`src/rtl/ad_uart_pkg.sv`:
```
// ad_uart_pkg: shared state encoding, ASCII constants and frame length helper
package ad_uart_pkg;
    typedef enum logic {IDLE, SEND} state_t;
    localparam logic [7:0] CH_C     = 8'h43;
    localparam logic [7:0] CH_COLON = 8'h3A;
    localparam logic [7:0] CH_ZERO  = 8'h30;
    localparam logic [7:0] CH_A     = 8'h41;
    localparam logic [7:0] CH_QMARK = 8'h3F;
    localparam logic [7:0] CH_CR    = 8'h0D;
    localparam logic [7:0] CH_LF    = 8'h0A;
    function automatic int frame_len(input bit send_crlf);
        return send_crlf ? 8 : 6;
    endfunction
endpackage

```
`src/rtl/nibble_to_ascii.sv`:
```
// nibble_to_ascii: maps a nibble to its hex character, or to a decimal digit with '?' for non-BCD values
module nibble_to_ascii
    import ad_uart_pkg::*;
(
    input  logic [3:0] nibble,
    input  logic       hex_mode,
    output logic [7:0] ascii
);
    assign ascii = (nibble < 4'd10) ? CH_ZERO + {4'd0, nibble} :
                   hex_mode         ? CH_A + {4'd0, nibble} - 8'd10 : CH_QMARK;
endmodule

```
`src/rtl/ad_uart_framer.sv`:
```
// ad_uart_framer: turns each AD sample into a "Cn:ddd\r\n" text line streamed to the UART transmitter
module ad_uart_framer
    import ad_uart_pkg::*;
#(
    parameter int DECIMATE  = 1,
    parameter bit SEND_CRLF = 1
) (
    input  logic        Sys_CLK,
    input  logic        Sys_RST,
    input  logic        Sample_Valid,
    input  logic [11:0] Sample_BCD,
    input  logic [3:0]  Sample_Addr,
    output logic        Sample_Ready,
    output logic [7:0]  Tx_Data,
    output logic        Tx_Valid,
    input  logic        Tx_Ready,
    output logic        Frame_Busy,
    output logic [7:0]  Drop_Cnt
);
    localparam logic [2:0] LAST     = 3'(frame_len(SEND_CRLF) - 1);
    localparam logic [7:0] DEC_LAST = 8'(DECIMATE - 1);

    state_t      state, state_nx;
    logic [7:0]  dec_cnt, drop_cnt;
    logic [2:0]  idx;
    logic [11:0] bcd_q;
    logic [3:0]  addr_q;
    logic [7:0]  ch_addr, ch_h, ch_t, ch_u, frame_byte;
    logic        capture, xfer, last;

    assign capture  = state == IDLE && Sample_Valid && dec_cnt == 8'd0;
    assign xfer     = state == SEND && Tx_Ready;
    assign last     = idx == LAST;
    assign Drop_Cnt = drop_cnt;

    nibble_to_ascii u_addr (.nibble(addr_q),      .hex_mode(1'b1), .ascii(ch_addr));
    nibble_to_ascii u_hund (.nibble(bcd_q[11:8]), .hex_mode(1'b0), .ascii(ch_h));
    nibble_to_ascii u_tens (.nibble(bcd_q[7:4]),  .hex_mode(1'b0), .ascii(ch_t));
    nibble_to_ascii u_unit (.nibble(bcd_q[3:0]),  .hex_mode(1'b0), .ascii(ch_u));

    // State register; reset abandons any partial frame
    always_ff @(posedge Sys_CLK) begin
        state <= Sys_RST ? IDLE : state_nx;
    end

    // Enter SEND on a captured sample, leave on the transfer of the last byte
    always_comb begin
        state_nx = state;
        if (state == IDLE)
            state_nx = capture ? SEND : IDLE;
        else
            state_nx = (xfer && last) ? IDLE : SEND;
    end

    // Handshake outputs and current frame byte, driven only while sending
    always_comb begin
        Sample_Ready = state == IDLE;
        Frame_Busy   = state == SEND;
        Tx_Valid     = state == SEND;
        Tx_Data      = state == SEND ? frame_byte : 8'h00;
    end

    // Select the byte at the current index from the latched sample
    always_comb begin
        case (idx)
            3'd0:    frame_byte = CH_C;
            3'd1:    frame_byte = ch_addr;
            3'd2:    frame_byte = CH_COLON;
            3'd3:    frame_byte = ch_h;
            3'd4:    frame_byte = ch_t;
            3'd5:    frame_byte = ch_u;
            3'd6:    frame_byte = CH_CR;
            default: frame_byte = CH_LF;
        endcase
    end

    // Decimation, drop counting, sample latch and byte index
    always_ff @(posedge Sys_CLK) begin
        if (Sys_RST) begin
            dec_cnt  <= '0;
            drop_cnt <= '0;
            idx      <= '0;
            bcd_q    <= '0;
            addr_q   <= '0;
        end else begin
            if (state == IDLE && Sample_Valid)
                dec_cnt <= dec_cnt == DEC_LAST ? 8'd0 : dec_cnt + 8'd1;
            if (state == SEND && Sample_Valid && drop_cnt != 8'hFF)
                drop_cnt <= drop_cnt + 8'd1;
            if (capture) begin
                bcd_q  <= Sample_BCD;
                addr_q <= Sample_Addr;
                idx    <= '0;
            end else if (xfer) begin
                idx <= last ? 3'd0 : idx + 3'd1;
            end
        end
    end
endmodule

```
`config.mk`:
```
export PLATFORM = sky130hd
export DESIGN_NAME = ad_uart_framer
export DESIGN_NICKNAME = d
export VERILOG_FILES = /design/src/rtl/ad_uart_pkg.sv /design/src/rtl/nibble_to_ascii.sv /design/src/rtl/ad_uart_framer.sv
export SDC_FILE = /design/constraint.sdc
export NUM_CORES = 1
export LEC_CHECK = 0
export ABC_AREA = 0
export ABC_CLOCK_PERIOD_IN_PS = 3350
export CAP_MARGIN = 20
export CORE_ASPECT_RATIO = 1.5
export CORE_MARGIN = 5
export CORE_UTILIZATION = 40
export DETAILED_ROUTE_END_ITERATION = 6
export GPL_TIMING_DRIVEN = 0
export PLACE_DENSITY_LB_ADDON = 0.1
export SYNTH_ARGS = -nofsm -noshare
export SYNTH_HDL_FRONTEND = slang
export SYNTH_SLANG_ARGS = --single-unit
```
`constraint.sdc`:
```
create_clock -name Sys_CLK -period 3.35 [get_ports Sys_CLK]
set_input_delay 0.5025 -clock Sys_CLK [delete_from_list [all_inputs] [get_ports Sys_CLK]]
set_output_delay 0.5025 -clock Sys_CLK [all_outputs]
set_load 0.01 [all_outputs]
```
==> flow_summary.ini <==
[timing]
fmax_mhz = 326.7
drv_slew = 0
skew_ns = 0.004826
grt_setup_unrepaired = false
hold_viol_final = 0
final-setup-viol-count = 0
min_period_ns = 3.061
finalSetupTns_ns = 0
period_share = 0.9137

[global_route]
grt_pass1_vias = 1688
grt_max_degree = 12
antenna_found_initial = 0
grt_pass1_wl_um = 7534
overflow = 0
grt_use_total = 0.1513

[drt]
drc = 0
wl_per_cell_um = 12.60
vias_per_cell = 4.944
finalWirelength_um = 4309
drtIter0Drc = 98
drtPass1Iterations = 4
ant_nets = 0
vias = 1691

[setup_path]
crit_slowest_cell = clkdlybuf4s50_1
r2r_end = bcd_q[2]
cpLargestDelayFamily = buffers and inverters
crit_path_end_kind = primary output
crit_arrival_ns = 2.56
cpPeakStageDelay_ns = 0.54
r2r_cells = 8
path_cells = clkbuf_2, inv_2, ha_1, or4_1, nand4_1, a31oi_1, nor2_1, clkdlybuf4s50_1
path_max_fanout = 10
crit_required_ns = 2.85
worstSetupStartpointType = flip-flop
cp_num_buf_inv = 3
path_class = flip-flop to primary output
worstReg2RegStart = dec_cnt[0]
regToRegSetupSlack_ns = 1.72

[logic_synthesis]
synth_cells = 232
synth_cell_types = 41
avgSynthCellArea_um2 = 8.392
synth_edf_count = 0
synth_warnings = 0
synth_seq_cells = 36
async_flop_share = 0
seq_area_frac_synth = 0.3702
syn-cell-area_um2 = 1947
synth_ff_type = dfxtp_1
postSynthNetCount = 262

[layout]
area_growth_syn_to_layout_pct = 27.63
layout.cells.non_filler = 342
final_util = 0.5209
multi_input_area_um2 = 1116
layout.nets = 305
seq_area_um2 = 720.7
nFillCells = 495
drive_above_1_share = 0.07246
n_antenna_cell = 0
design_area_um2 = 2485

[power_and_ir_drop]
combPwrFrac = 0.194
intPower_uw = 719.5
power_density_nw_per_um2 = 398.6
p_clk_frac = 0.327
p_leak_nw = 0.9820
switching_power_uw = 271.0
power_frac_seq = 0.479
vdd_drop_max_mv = 0.2252
swShare = 0.2736

[floorplanning]
io_pins = 39
dieArea_um2 = 6391
core_area_um2 = 4771
die_w_um = 66.96
die_y_um = 95.45
initial_core_util = 0.4081
rows = 31

[flow_run]
maxCapViolCount = 0

[clocking]
clkLatencyLatePin_ns = 0.29
clkTransAtPathRegs_ns = 0.07
cts_setup_buffers = 0
clock-sinks = 36
cts_tree = built
root_buffer = clkbuf_8
cts_resized = 0
numCtsBuffers = 5
clk_path_buf_depth = 2
ctsHtreeMaxLevel = 2
hold_buffers = 0

[placed_design]
dp_cells = 334
portBuffers = 36
gp_congestion = 0.7848
dp_hpwl_um = 3283
placed_cell_area_um2 = 2390

[hold_path]
min_path_cells = 2
hold_path_class = flip-flop to flip-flop
min_to = bcd_q[4]
worstHoldStart = bcd_q[4]

[status]
status = complete, no violations
## area by class of cell
| type | count | share of cell area |
|---|---|---|
| Timing Repair Buffer | 36 | 0.1450 |
| Inverter | 10 | 0.01511 |
| Tap cell | 66 | 0.03323 |
| Clock inverter | 1 | 0.003021 |
| Multi-Input combinational cell | 175 | 0.4491 |
| Sequential cell | 36 | 0.2900 |
| Buffer | 11 | 0.02971 |
| Clock buffer | 7 | 0.03474 |
## Yosys cell counts, types with 3 or more instances
library cell	number	area, µm²
xnor2_1	7	61.31
nand4_1	4	25.02
xor2_1	7	61.31
buf_4	3	22.52
mux2i_1	18	180.2
nor2_1	41	153.9
nor3_1	5	25.02
nand3_1	7	35.03
and3_1	3	18.77
o21ai_0	4	20.02
o21ai_1	3	15.01
clkbuf_1	3	11.26
nand2_1	16	60.06
dfxtp_1	36	720.7
ha_1	10	125.1
o211ai_1	4	30.03
inv_1	9	33.78
a21oi_1	22	110.1
o22ai_1	3	18.77
nand2b_1	3	18.77
## layer usage
| metal | routed length, µm | GRT usage | vias to the layer above |
|---|---|---|---|
| met2 | 2080 | 0.2566 | 40 |
| li1 | - | - | 882 |
| met1 | 1941 | 0.1820 | 762 |
| met3 | 221 | 0.03892 | 7 |
| met4 | 65 | 0.05415 | 0 |
| met5 | 0 | 0 | - |
## state kept, by name (all words and copies together), names as in the netlist
name	cells
Drop_Cnt	8
Frame_Busy	1
addr_q	4
bcd_q	12
dec_cnt	8
idx	3
## logic make-up (layout without fill, tap and decap cells)
| kind of cell | count (synthesis) | after routing | synth area share |
|---|---|---|---|
| other cells | 1 | 1 | 0.001926 |
| fa+ha+maj | 10 | 10 | 0.06427 |
| compound gates | 43 | 43 | 0.1273 |
| simple gates | 89 | 89 | 0.2243 |
| flops | 36 | 36 | 0.3702 |
| mux | 18 | 18 | 0.09254 |
| xor+xnor | 14 | 14 | 0.06298 |
| buf+inv | 21 | 65 | 0.05655 |
## placed cells by master (no fill, tap or decap), types with 2 or more instances in the layout
cell type / count
mux2i_1: 18
xor2_1: 7
and2b_1: 2
dfxtp_1: 36
clkbuf_1: 4
o22ai_1: 3
xnor2_1: 7
o21ai_1: 3
a21oi_1: 22
nand3_1: 7
o211ai_1: 4
o21ai_0: 4
nand2b_1: 3
nor2_1: 41
nand4_1: 4
inv_1: 9
and3_1: 3
nand2_1: 16
clkdlybuf4s50_1: 36
ha_1: 10
nor3_1: 5
clkbuf_8: 6
a31oi_1: 2
buf_4: 3
## worst min-delay path, cell delays in order, from the launching register on
cell and delay, ns:
dfxtp_1 0.33, mux2i_1 0.07, nor2_1 0.07
## how the worst max path moves through the flow
stage | depth (start not counted) | endpoint | slack (ns) | start
floorplan | 7 | Tx_Data[3] | 1.18 | idx[2]
global placement | 8 | Tx_Data[3] | 0.47 | idx[2]
detailed placement | 8 | Tx_Data[3] | 0.48 | idx[2]
CTS | 8 | Tx_Data[3] | 0.14 | idx[2]
global route | 8 | Tx_Data[3] | 0.13 | idx[2]
finish | 8 | Tx_Data[3] | 0.29 | idx[2]
## through the flow
stage	power, mW	hold WS, ns	setup WS [ns]
final	0.9905	0.5005	0.2889
after global routing	1.046	0.5267	0.1292
after CTS	1.005	0.5071	0.1362
after detailed placement	0.6786	0.4894	0.4822
after global placement	0.6763	0.4829	0.4713
after floorplan	0.6025	0.4542	1.178
## power by group through the flow
stage	sequential [mW]	combinational [mW]	clock, mW
after floorplan	0.479	0.123	0
after global placement	0.484	0.192	0
after detailed placement	0.485	0.194	0
after CTS	0.475	0.195	0.335
after global routing	0.479	0.214	0.353
final	0.475	0.192	0.324
No activity file was read; power rests on OpenSTA's default activity.
